`src/rtl/mem_port_arbiter_if.sv`:
```
// Bus bundle between the two accelerator channels, the arbiter and the memory.
// The slave modport is the arbiter's view; the master modport is the environment
// (accelerator channels plus memory) driving it.
interface mem_port_arbiter_if #(
    parameter int ADDR_W = 7,
    parameter int DATA_W = 8,
    parameter int SIZE_W = 4
);
    logic [1:0]          ch_oe;
    logic [1:0]          ch_we;
    logic [2*ADDR_W-1:0] ch_addr;
    logic [2*DATA_W-1:0] ch_wdata;
    logic [2*SIZE_W-1:0] ch_size;
    logic [2*DATA_W-1:0] ch_rdata;
    logic [1:0]          ch_rdy;
    logic                mem_oe;
    logic                mem_we;
    logic [ADDR_W-1:0]   mem_addr;
    logic [DATA_W-1:0]   mem_wdata;
    logic [SIZE_W-1:0]   mem_size;
    logic [DATA_W-1:0]   mem_rdata;
    logic                mem_rdy;
    logic                err_conflict;
    logic                err_timeout;

    modport slave (
        input  ch_oe, ch_we, ch_addr, ch_wdata, ch_size, mem_rdata, mem_rdy,
        output ch_rdata, ch_rdy, mem_oe, mem_we, mem_addr, mem_wdata, mem_size,
               err_conflict, err_timeout
    );

    modport master (
        output ch_oe, ch_we, ch_addr, ch_wdata, ch_size, mem_rdata, mem_rdy,
        input  ch_rdata, ch_rdy, mem_oe, mem_we, mem_addr, mem_wdata, mem_size,
               err_conflict, err_timeout
    );
endinterface

```
`src/rtl/mem_port_arbiter.sv`:
```
// Two-channel round-robin arbiter in front of a single-port byte memory.
// One transaction in flight; the granted channel's live request is passed
// straight through while BUSY. A watchdog aborts a stalled memory access,
// and sticky flags record request conflicts and watchdog aborts.
module mem_port_arbiter #(
    parameter int ADDR_W         = 7,
    parameter int DATA_W         = 8,
    parameter int SIZE_W         = 4,
    parameter int TIMEOUT_CYCLES = 255
) (
    input  logic                  clock,
    input  logic                  reset,
    mem_port_arbiter_if.slave     bus
);
    localparam int WD_W = (TIMEOUT_CYCLES > 1) ? $clog2(TIMEOUT_CYCLES) : 1;
    localparam logic [WD_W-1:0] WD_LAST = WD_W'(TIMEOUT_CYCLES - 1);

    typedef enum logic {IDLE = 1'b0, BUSY = 1'b1} state_t;

    state_t            state_reg, state_next;
    logic              grant_reg, grant_next;
    logic              last_grant_reg, last_grant_next;
    logic [1:0]        mask_reg, mask_next;
    logic [WD_W-1:0]   wd_cnt_reg, wd_cnt_next;
    logic              err_conflict_reg, err_conflict_next;
    logic              err_timeout_reg, err_timeout_next;

    logic [ADDR_W-1:0] addr_a  [2];
    logic [DATA_W-1:0] wdata_a [2];
    logic [SIZE_W-1:0] size_a  [2];
    logic [1:0]        eligible;
    logic [1:0]        conflict;
    logic              done;

    // Per-channel unpacking: a channel is eligible only with exactly one of
    // oe/we high and when it did not just complete (mask).
    genvar gi;
    generate
        for (gi = 0; gi < 2; gi++) begin : g_ch
            assign addr_a[gi]   = bus.ch_addr[gi*ADDR_W +: ADDR_W];
            assign wdata_a[gi]  = bus.ch_wdata[gi*DATA_W +: DATA_W];
            assign size_a[gi]   = bus.ch_size[gi*SIZE_W +: SIZE_W];
            assign conflict[gi] = bus.ch_oe[gi] & bus.ch_we[gi];
            assign eligible[gi] = (bus.ch_oe[gi] ^ bus.ch_we[gi]) & ~mask_reg[gi];
        end
    endgenerate

    // Transaction ends on memory completion or when the watchdog expires.
    assign done = (state_reg == BUSY) && (bus.mem_rdy || (wd_cnt_reg == WD_LAST));

    // State and bookkeeping registers.
    always_ff @(posedge clock) begin
        if (reset) begin
            state_reg        <= IDLE;
            grant_reg        <= 1'b0;
            last_grant_reg   <= 1'b1;
            mask_reg         <= 2'b00;
            wd_cnt_reg       <= '0;
            err_conflict_reg <= 1'b0;
            err_timeout_reg  <= 1'b0;
        end else begin
            state_reg        <= state_next;
            grant_reg        <= grant_next;
            last_grant_reg   <= last_grant_next;
            mask_reg         <= mask_next;
            wd_cnt_reg       <= wd_cnt_next;
            err_conflict_reg <= err_conflict_next;
            err_timeout_reg  <= err_timeout_next;
        end
    end

    // Next-state: arbitrate in IDLE, count and retire in BUSY.
    always_comb begin
        state_next        = state_reg;
        grant_next        = grant_reg;
        last_grant_next   = last_grant_reg;
        mask_next         = mask_reg;
        wd_cnt_next       = wd_cnt_reg;
        err_conflict_next = err_conflict_reg;
        err_timeout_next  = err_timeout_reg;
        case (state_reg)
            IDLE: begin
                if (conflict != 2'b00) begin
                    err_conflict_next = 1'b1;
                end
                // The mask only has to cover the one IDLE cycle after completion.
                mask_next = 2'b00;
                if (eligible != 2'b00) begin
                    state_next  = BUSY;
                    wd_cnt_next = '0;
                    grant_next  = (eligible == 2'b11) ? ~last_grant_reg : eligible[1];
                end
            end
            BUSY: begin
                if (done) begin
                    state_next      = IDLE;
                    last_grant_next = grant_reg;
                    mask_next       = grant_reg ? 2'b10 : 2'b01;
                    if (!bus.mem_rdy) begin
                        err_timeout_next = 1'b1;
                    end
                end else begin
                    wd_cnt_next = wd_cnt_reg + 1'b1;
                end
            end
            default: state_next = IDLE;
        endcase
    end

    // Outputs: live mux of the granted channel while BUSY, zero otherwise.
    always_comb begin
        bus.mem_oe    = 1'b0;
        bus.mem_we    = 1'b0;
        bus.mem_addr  = '0;
        bus.mem_wdata = '0;
        bus.mem_size  = '0;
        bus.ch_rdy    = 2'b00;
        bus.ch_rdata  = '0;
        if (!reset && state_reg == BUSY) begin
            // A granted master raising both strobes drives neither to memory.
            bus.mem_oe    = bus.ch_oe[grant_reg] & ~bus.ch_we[grant_reg];
            bus.mem_we    = bus.ch_we[grant_reg] & ~bus.ch_oe[grant_reg];
            bus.mem_addr  = addr_a[grant_reg];
            bus.mem_wdata = wdata_a[grant_reg];
            bus.mem_size  = size_a[grant_reg];
            if (done) begin
                bus.ch_rdy[grant_reg] = 1'b1;
                if (bus.mem_rdy) begin
                    if (grant_reg) begin
                        bus.ch_rdata[2*DATA_W-1:DATA_W] = bus.mem_rdata;
                    end else begin
                        bus.ch_rdata[DATA_W-1:0] = bus.mem_rdata;
                    end
                end
            end
        end
    end

    assign bus.err_conflict = err_conflict_reg & ~reset;
    assign bus.err_timeout  = err_timeout_reg & ~reset;

endmodule
```
`src/flat_wrapper.sv`:
```
// flat-port wrapper written by rule: the top's interface ports become plain ports
module mem_port_arbiter_flat 
#(
    parameter int ADDR_W         = 7,
    parameter int DATA_W         = 8,
    parameter int SIZE_W         = 4,
    parameter int TIMEOUT_CYCLES = 255
)
  (clock, reset, bus_ch_oe, bus_ch_we, bus_ch_addr, bus_ch_wdata, bus_ch_size, bus_mem_rdata, bus_mem_rdy, bus_ch_rdata, bus_ch_rdy, bus_mem_oe, bus_mem_we, bus_mem_addr, bus_mem_wdata, bus_mem_size, bus_err_conflict, bus_err_timeout);
  mem_port_arbiter_if #(.ADDR_W(ADDR_W), .DATA_W(DATA_W), .SIZE_W(SIZE_W)) bus_i ();
  input  logic clock;
  input  logic reset;
  input wire logic [$bits(bus_i.ch_oe)-1:0] bus_ch_oe;
  input wire logic [$bits(bus_i.ch_we)-1:0] bus_ch_we;
  input wire logic [$bits(bus_i.ch_addr)-1:0] bus_ch_addr;
  input wire logic [$bits(bus_i.ch_wdata)-1:0] bus_ch_wdata;
  input wire logic [$bits(bus_i.ch_size)-1:0] bus_ch_size;
  input wire logic [$bits(bus_i.mem_rdata)-1:0] bus_mem_rdata;
  input wire logic [$bits(bus_i.mem_rdy)-1:0] bus_mem_rdy;
  output wire logic [$bits(bus_i.ch_rdata)-1:0] bus_ch_rdata;
  output wire logic [$bits(bus_i.ch_rdy)-1:0] bus_ch_rdy;
  output wire logic [$bits(bus_i.mem_oe)-1:0] bus_mem_oe;
  output wire logic [$bits(bus_i.mem_we)-1:0] bus_mem_we;
  output wire logic [$bits(bus_i.mem_addr)-1:0] bus_mem_addr;
  output wire logic [$bits(bus_i.mem_wdata)-1:0] bus_mem_wdata;
  output wire logic [$bits(bus_i.mem_size)-1:0] bus_mem_size;
  output wire logic [$bits(bus_i.err_conflict)-1:0] bus_err_conflict;
  output wire logic [$bits(bus_i.err_timeout)-1:0] bus_err_timeout;
  assign bus_i.ch_oe = bus_ch_oe;
  assign bus_i.ch_we = bus_ch_we;
  assign bus_i.ch_addr = bus_ch_addr;
  assign bus_i.ch_wdata = bus_ch_wdata;
  assign bus_i.ch_size = bus_ch_size;
  assign bus_i.mem_rdata = bus_mem_rdata;
  assign bus_i.mem_rdy = bus_mem_rdy;
  assign bus_ch_rdata = bus_i.ch_rdata;
  assign bus_ch_rdy = bus_i.ch_rdy;
  assign bus_mem_oe = bus_i.mem_oe;
  assign bus_mem_we = bus_i.mem_we;
  assign bus_mem_addr = bus_i.mem_addr;
  assign bus_mem_wdata = bus_i.mem_wdata;
  assign bus_mem_size = bus_i.mem_size;
  assign bus_err_conflict = bus_i.err_conflict;
  assign bus_err_timeout = bus_i.err_timeout;
  mem_port_arbiter #(.ADDR_W(ADDR_W), .DATA_W(DATA_W), .SIZE_W(SIZE_W), .TIMEOUT_CYCLES(TIMEOUT_CYCLES)) u_core (.clock(clock), .reset(reset), .bus(bus_i));
endmodule
```
`config.mk`:
```
export PLATFORM = sky130hd
export DESIGN_NAME = mem_port_arbiter_flat
export DESIGN_NICKNAME = d
export VERILOG_FILES = /design/src/rtl/mem_port_arbiter_if.sv /design/src/rtl/mem_port_arbiter.sv /design/src/flat_wrapper.sv
export SDC_FILE = /design/constraint.sdc
export NUM_CORES = 1
export LEC_CHECK = 0
export ABC_AREA = 0
export CAP_MARGIN = 0
export CORE_UTILIZATION = 60
export DETAILED_ROUTE_END_ITERATION = 6
export DONT_BUFFER_PORTS = 1
export MAX_ROUTING_LAYER = met4
export PLACE_DENSITY = 0.78
export SLEW_MARGIN = 40
export SYNTH_ARGS = -nofsm -noshare
export SYNTH_HDL_FRONTEND = slang
export SYNTH_SLANG_ARGS = --single-unit
```
`constraint.sdc`:
```
create_clock -name clock -period 2.1 [get_ports clock]
set_clock_uncertainty 0.2 [all_clocks]
set_input_delay 0.63 -clock clock [delete_from_list [all_inputs] [get_ports clock]]
set_output_delay 0.63 -clock clock [all_outputs]
set_load 0.02 [all_outputs]
```
# Yosys cells after proc, flatten, opt, wreduce, memory -nomap -nowiden
# Index checks and enable logic that the tools add are counted.
dict set report word_totals {
  reg_bits 15
  in_bits 53
  output_inout_bits 41
  word_cells 84
}
dict set report op_classes {
  n_addsub 1
  order_cmp 3
  eq_ne 5
  muxes 37
  n_bitwise 19
  n_reduce_logical 12
}
# cell count
set ops {}
lappend ops {{2-to-1 mux 8 bit} 8}
lappend ops {{2-to-1 mux 16 bit} 3}
lappend ops {{2-to-1 mux 7 bit} 4}
lappend ops {{2-to-1 mux 4 bit} 4}
lappend ops {{one-hot mux 8 bit (2 select lines)} 1}
lappend ops {{2-to-1 mux 1 bit} 10}
lappend ops {{adder 8 x 1 -> 8 bit, second input constant} 1}
lappend ops {{bitwise AND 1 bit} 8}
lappend ops {{== test 8 bit, second input constant} 1}
lappend ops {{2-to-1 mux 2 bit} 4}
lappend ops {{inverter 1 bit} 8}
lappend ops {{AND reduction 2 bit} 4}
lappend ops {{!= test 2 bit, second input constant} 2}
lappend ops {{one-hot mux 2 bit (2 select lines)} 1}
lappend ops {{nonzero test 2 bit} 2}
lappend ops {{logical AND 1 bit} 3}
lappend ops {{AND reduction 3 bit} 1}
lappend ops {{== test 2 bit, second input constant} 1}
lappend ops {{greater-or-equal comparator 2 bit, second input constant} 1}
lappend ops {{< comparator 1 x 2 -> 1 bit, second input constant} 1}
lappend ops {{!= test 2 x 1 -> 1 bit, second input constant} 1}
lappend ops {{inverter 1 -> 2 bit} 1}
lappend ops {{one-hot mux 1 bit (2 select lines)} 1}
lappend ops {{bitwise XOR 1 bit} 2}
lappend ops {{other kinds (4)} 4}

# Logic depth before layout (Yosys ltp)
dict set report logic_depth {
  ltp_word 6
  mapped_depth 7
  mapped_depth_nobuf 6
}

# Worst setup path after synthesis
# No wires, ideal clock.
dict set report synth_path {
  path_type {input to output}
  startpoint {input reset}
  endpoint {output bus_ch_rdata[0]}
  t_arrival_ns 1.359
  required_ns 1.270
  path_slack_ns -0.089
  cell_stages 4
  n_path_buf 0
  path_cell_list {inv_1 > nand2_2 > nor3b_2 > and2_1}
}
dict set report synth_between {
  elab_chain_cells 3
}
# item line_no
set synth_rtl {}
lappend synth_rtl {{from (decl)} flat_wrapper.sv:12} ;# input logic reset;
lappend synth_rtl {{logical NOT 1 bit} mem_port_arbiter.sv:119} ;# if (!reset && state_reg == BUSY) begin
lappend synth_rtl {{logical AND 1 bit} mem_port_arbiter.sv:119}
lappend synth_rtl {{2-to-1 mux 16 bit} mem_port_arbiter.sv:119}
lappend synth_rtl {{to (decl)} flat_wrapper.sv:20} ;# output wire logic [$bits(bus_i.ch_rdata)-1:0] bus_ch_rdata;
# No other way between the ends.

# Final worst setup path
dict set report layout_path {
  startpoint {register u_core.wd_cnt_reg[0]}
  endpoint {output bus_ch_rdy[0]}
}
dict set report layout_between {
  elab_chain_cells 5
}
# item line_no
set layout_rtl {}
lappend layout_rtl {{from (decl)} mem_port_arbiter.sv:24} ;# logic [WD_W-1:0] wd_cnt_reg, wd_cnt_next;
lappend layout_rtl {{from (signal assigned)} mem_port_arbiter.sv:66} ;# wd_cnt_reg <= wd_cnt_next;
lappend layout_rtl {{== test 8 bit} mem_port_arbiter.sv:49} ;# assign done = (state_reg == BUSY) && (bus.mem_rdy || (wd_cnt_reg == WD_LAST));
lappend layout_rtl {{logical OR 1 bit} mem_port_arbiter.sv:49}
lappend layout_rtl {{logical AND 1 bit} mem_port_arbiter.sv:49}
lappend layout_rtl {{2-to-1 mux 2 bit} mem_port_arbiter.sv:126} ;# if (done) begin
lappend layout_rtl {{2-to-1 mux 2 bit} mem_port_arbiter.sv:119}
lappend layout_rtl {{to (decl)} flat_wrapper.sv:21} ;# output wire logic [$bits(bus_i.ch_rdy)-1:0] bus_ch_rdy;
# No other way between the ends.

==> metrics <==
outcome finished, violations left; failing checks setup timing; DP Area 1494 µm²; Vias 1519; Die H 47.39 µm; # IOs 94; share of layout cells above drive strength 1 0.4315; hpwl dp 2599 µm; Hold Vio Cnt, Final 0; r2r startpoint u_core.wd_cnt_reg[0]; critical path required time 1.27 ns; initial antenna violation count 0; cell count after synthesis 160; Fillers 79; Final Instance Area 1753 µm²; ys flop type dfxtp_1; crit path max fanout 2; number of cells on the critical path 6; CTS Root Cell clkbuf_4; register area share after synthesis 0.2429; DRC 0; nets 255; Slew HR 0.6713; Inst Count DP 210; clk sinks 15; Worst setup endpoint bus_ch_rdy[0]; total power draw 826.6 µW; worst slew pin tran 0.4920 ns; ys async rst share 0; CP Cell Sequence inv_2 -> ha_4 -> nand3_4 -> o21bai_4 -> nor3b_4 -> buf_6; max-slew violations 0; commonest non-fill, non-tap cell in the layout buf_4; Area Overhead vs Synth 41.80%; Worst path top cell family by delay flip-flops; Port Buf Inserts 0; GRT Total Usage 0.3867; synth top area cells dfxtp_1 (24%), mux2i_1 (16%), nor2_1 (10%); worst hold slack 0.1900 ns; flop-to-flop setup slack 0.18 ns; Startpoint Class flop; final setup margin -0.2261 ns; Netlist cell types 36; Yosys reg bits 15; Lkg Pwr 0.7302 nW; core box area 1942 µm²; clock tree buffer depth 2; total congestion overflow 0; vias in the first global route 1288; Starting Density 0.6366; Final min period 2.326 ns; worst path bufs/invs 2; Worst R2R End u_core.wd_cnt_reg[3]; clk_lat worst skew 0.30 ns; post-placement setup slack -0.05009 ns; Post-synth EDFFs 0; Final setup violation count 39; worst r2r path cells 8; die area 2246 µm²; yosys warns 0; Vias per Instance 6.781; max FFs per register 8; RSZ-0062 raised after global routing yes; chip width 47.39 µm; CTS tree yes; MaxCap Viol Count 0; Initial DRC Count 97; WL/cell 22.21 µm; first-pass GRT wire length 5754 µm; CP Launch Point u_core.wd_cnt_reg[0]; synthesized area per cell 7.726 µm²; post-synth top area share 0.2429; Worst path max stage delay 0.34 ns; DRT Pass-1 Iters 6; fin crit share 1.108; Syn Std Cell Area 1236 µm²; power per cell area 471.6 nW/µm²; slowest CP cell dfxtp_2; Clock transition at path regs 0.09 ns; CTS H-tree lvls 1; Synth Net Count 217; Yosys top cell by area dfxtp_1; Post-CTS Hold Buffers 0; final std cells w/o fill 224; GP Congestion 0.8304; most frequent cells in the layout buf_4 (36), nor2_1 (33), mux2i_1 (19); Hold/Removal Path Class input port to flop; final core occ 0.9027; # diodes 0; TritonCTS buffer count 3; Peak VDD IR 0.4592 mV; Critical Path AT 1.50 ns; Final ANT Viol Nets 0; largest net degree at the start of global routing 25; Setup crit end kind output pin; fmax 429.9 MHz; Crit Path Class flop to output pin; final WL 4974 µm; Rows 16; setup TNS -3.146 ns
==> synthesized netlist by cell type, drive strengths merged (4+ instances only) <==
master / instances
nor2: 33
and2: 16
o211ai: 4
nand2b: 4
ha: 4
a21oi: 5
nand2: 5
nand3: 9
dfxtp: 15
buf: 7
inv: 6
mux2i: 20
==> where the power goes <==
| group | internal, mW | leakage [nW] | total, mW | switching (mW) |
|---|---|---|---|---|
| logic | 0.161 | 0.590 | 0.340 | 0.179 |
| registers | 0.296 | 0.126 | 0.309 | 0.0133 |
| clock network | 0.0741 | 0.0150 | 0.178 | 0.103 |
| total | 0.531 | 0.730 | 0.827 | 0.296 |
==> routing by layer <==
| layer | vias up | wire length [µm] | global-route usage |
|---|---|---|---|
| met2 | 159 | 2460 | 0.6712 |
| met3 | 43 | 620 | 0.1615 |
| li1 | 632 | - | - |
| met1 | 685 | 1592 | 0.3830 |
| met4 | 0 | 301 | 0.1371 |
| met5 | - | 0 | - |
==> timing repair <==
item | CTS | global route
endpoints found under the setup margin | 39 | 40
buffers inserted | 8 | 1
gates cloned | 1 | 0
resized for setup | 37 | 15
pin swaps | 5 | 7
==> logic make-up (layout without fill, tap and decap cells) <==
| group | after synthesis | in the layout | share of synthesized area |
|---|---|---|---|
| DFF | 15 | 15 | 0.2429 |
| and+or+nand+nor | 81 | 81 | 0.3492 |
| muxes | 20 | 20 | 0.1619 |
| adders and majority gates | 4 | 4 | 0.04049 |
| AOI/OAI and AO/OA | 25 | 25 | 0.1458 |
| buffers and inverters | 15 | 52 | 0.05972 |
==> final cells by class <==
cell class | count | area (µm²) | share of cell area
flip-flops and latches | 15 | 314.1 | 0.1792
well taps | 27 | 33.78 | 0.01927
repair buffers | 42 | 380.4 | 0.2170
inverters | 6 | 22.52 | 0.01285
multi-input cells | 130 | 975.9 | 0.5567
clock buffers | 4 | 26.28 | 0.01499
==> worst min-delay path by stage <==
stage                                  from                       to  slack (ns)  cells after the start
CTS                                   reset         u_core.state_reg        0.18                      1
finish                                reset     u_core.wd_cnt_reg[1]        0.19                      1
floorplan           u_core.err_conflict_reg  u_core.err_conflict_reg        0.23                      2
detailed placement  u_core.err_conflict_reg  u_core.err_conflict_reg        0.26                      2
global route                          reset     u_core.wd_cnt_reg[2]        0.18                      1
global placement    u_core.err_conflict_reg  u_core.err_conflict_reg        0.25                      2
No activity file was read; power rests on OpenSTA's default activity.
==> RTL change, RTL diff (same settings) <==
Put a register stage on the output `bus.err_conflict`. The value now appears one clock later.
--- a/src/rtl/mem_port_arbiter.sv
+++ b/src/rtl/mem_port_arbiter.sv
@@ -136,7 +136,9 @@
         end
     end
 
-    assign bus.err_conflict = err_conflict_reg & ~reset;
+    always_ff @(posedge clock) begin
+        bus.err_conflict <= err_conflict_reg & ~reset;
+    end
     assign bus.err_timeout  = err_timeout_reg & ~reset;
 
 endmodule
Formal check against the unedited RTL: not equivalent (Yosys sat finds a counterexample within 4 cycles, from zero or initial values and one cycle with reset high).
==> RTL change against the unedited design <==
  * Synthesized cell count up 1.9%
  * Synthesized area grew 1.0%
  * The flow now stops in global routing
==> RTL change: results (changes against the unedited design) <==
- Status: stopped before the end
- Failed at: global routing
- Stop err: [ERROR DPL-0038] Utilization greater than 100%, impossible to legalize
- Seq cells post-synth: 16 (+1)
- GPL Wtd Cong: 0.852 (+2.6%)
- Warnings from Yosys: 0 (unchanged)
- Largest family of logic cells by synthesized area: simple AND/OR/NAND/NOR gates
- Worst-path endpoint category: primary output
- Htree depth: 1 (unchanged)
- Root Buffer: clkbuf_4
- Mux contribution to synthesized area: 16.0% (-0.16 points)
- CTS Buffer Depth: 2 (unchanged)
- Synth Area in Compound Gates: 15.6% (+1.1 points)
- Pin count of the biggest net entering global routing: 18
- Post-place setup slack: -0.0881 ns (-0.0380 ns)
- Post-synthesis sequential area ratio: 25.7% (+1.4 points)
- Detailed Place HPWL: 2.48 mm (-4.5%)
- Chip width: 47.6 um (+0.49%)
- Cell variety after synth: 36 (unchanged)
- DP Cell Count: 196 (-6.7%)
- Largest cells by area after synthesis: dfxtp_1, mux2i_1, nor2_1, and2_1, ha_1
- Async SR Flop Fraction: 0% (unchanged)
- Commonest cells in the netlist: nor2_1, mux2i_1, and2_1, dfxtp_1
- PortBufs: 0 (unchanged)
- XOR/XNOR Fraction of Synth Area: 0.701% (+0.70 points)
- Syn Nets: 220 (+1.4%)
- Adder-Cell Fraction of Synth Area: 4.01% (-0.041 points)
- Worst endpoint, post-GRT repair: bus_ch_rdata[0]
- Post-DP Area: 0.00150 sq mm (+0.34%)
- Avg Cell Area, Syn: 7.66 sq um (-0.85%)
- CTS buffer count: 3 (unchanged)
[RTL change: cell count changes after synthesis, moves of 3 or more]
| cell | change |
|---|---|
| nand3_1 | -5 |
| nor2b_1 | +3 |
| a211oi_1 | -3 |
| nor3_1 | +4 |
| o211ai_1 | -4 |
| nand2_1 | +3 |
[RTL change: stage by stage]
stage	hold WS [ns]	utilization, %
2_1_floorplan	0.232	-
3_3_place_gp	0.250	76.4
3_5_place_dp	0.261	76.4
4_1_cts	0.189	90.3
[RTL change: kinds of logic after synthesis]
family	after synthesis
compound gates	27
flops	16
buf+inv	16
simple gates	79
fa+ha+maj	4
mux	20
xor+xnor	1
[RTL change: what timing repair did]
action	CTS
gates resized for setup	55
gates cloned	2
hold buffers	0
pin swaps	11
buffers inserted	6
endpoints found under the setup margin	36
hold endpoints to repair	0
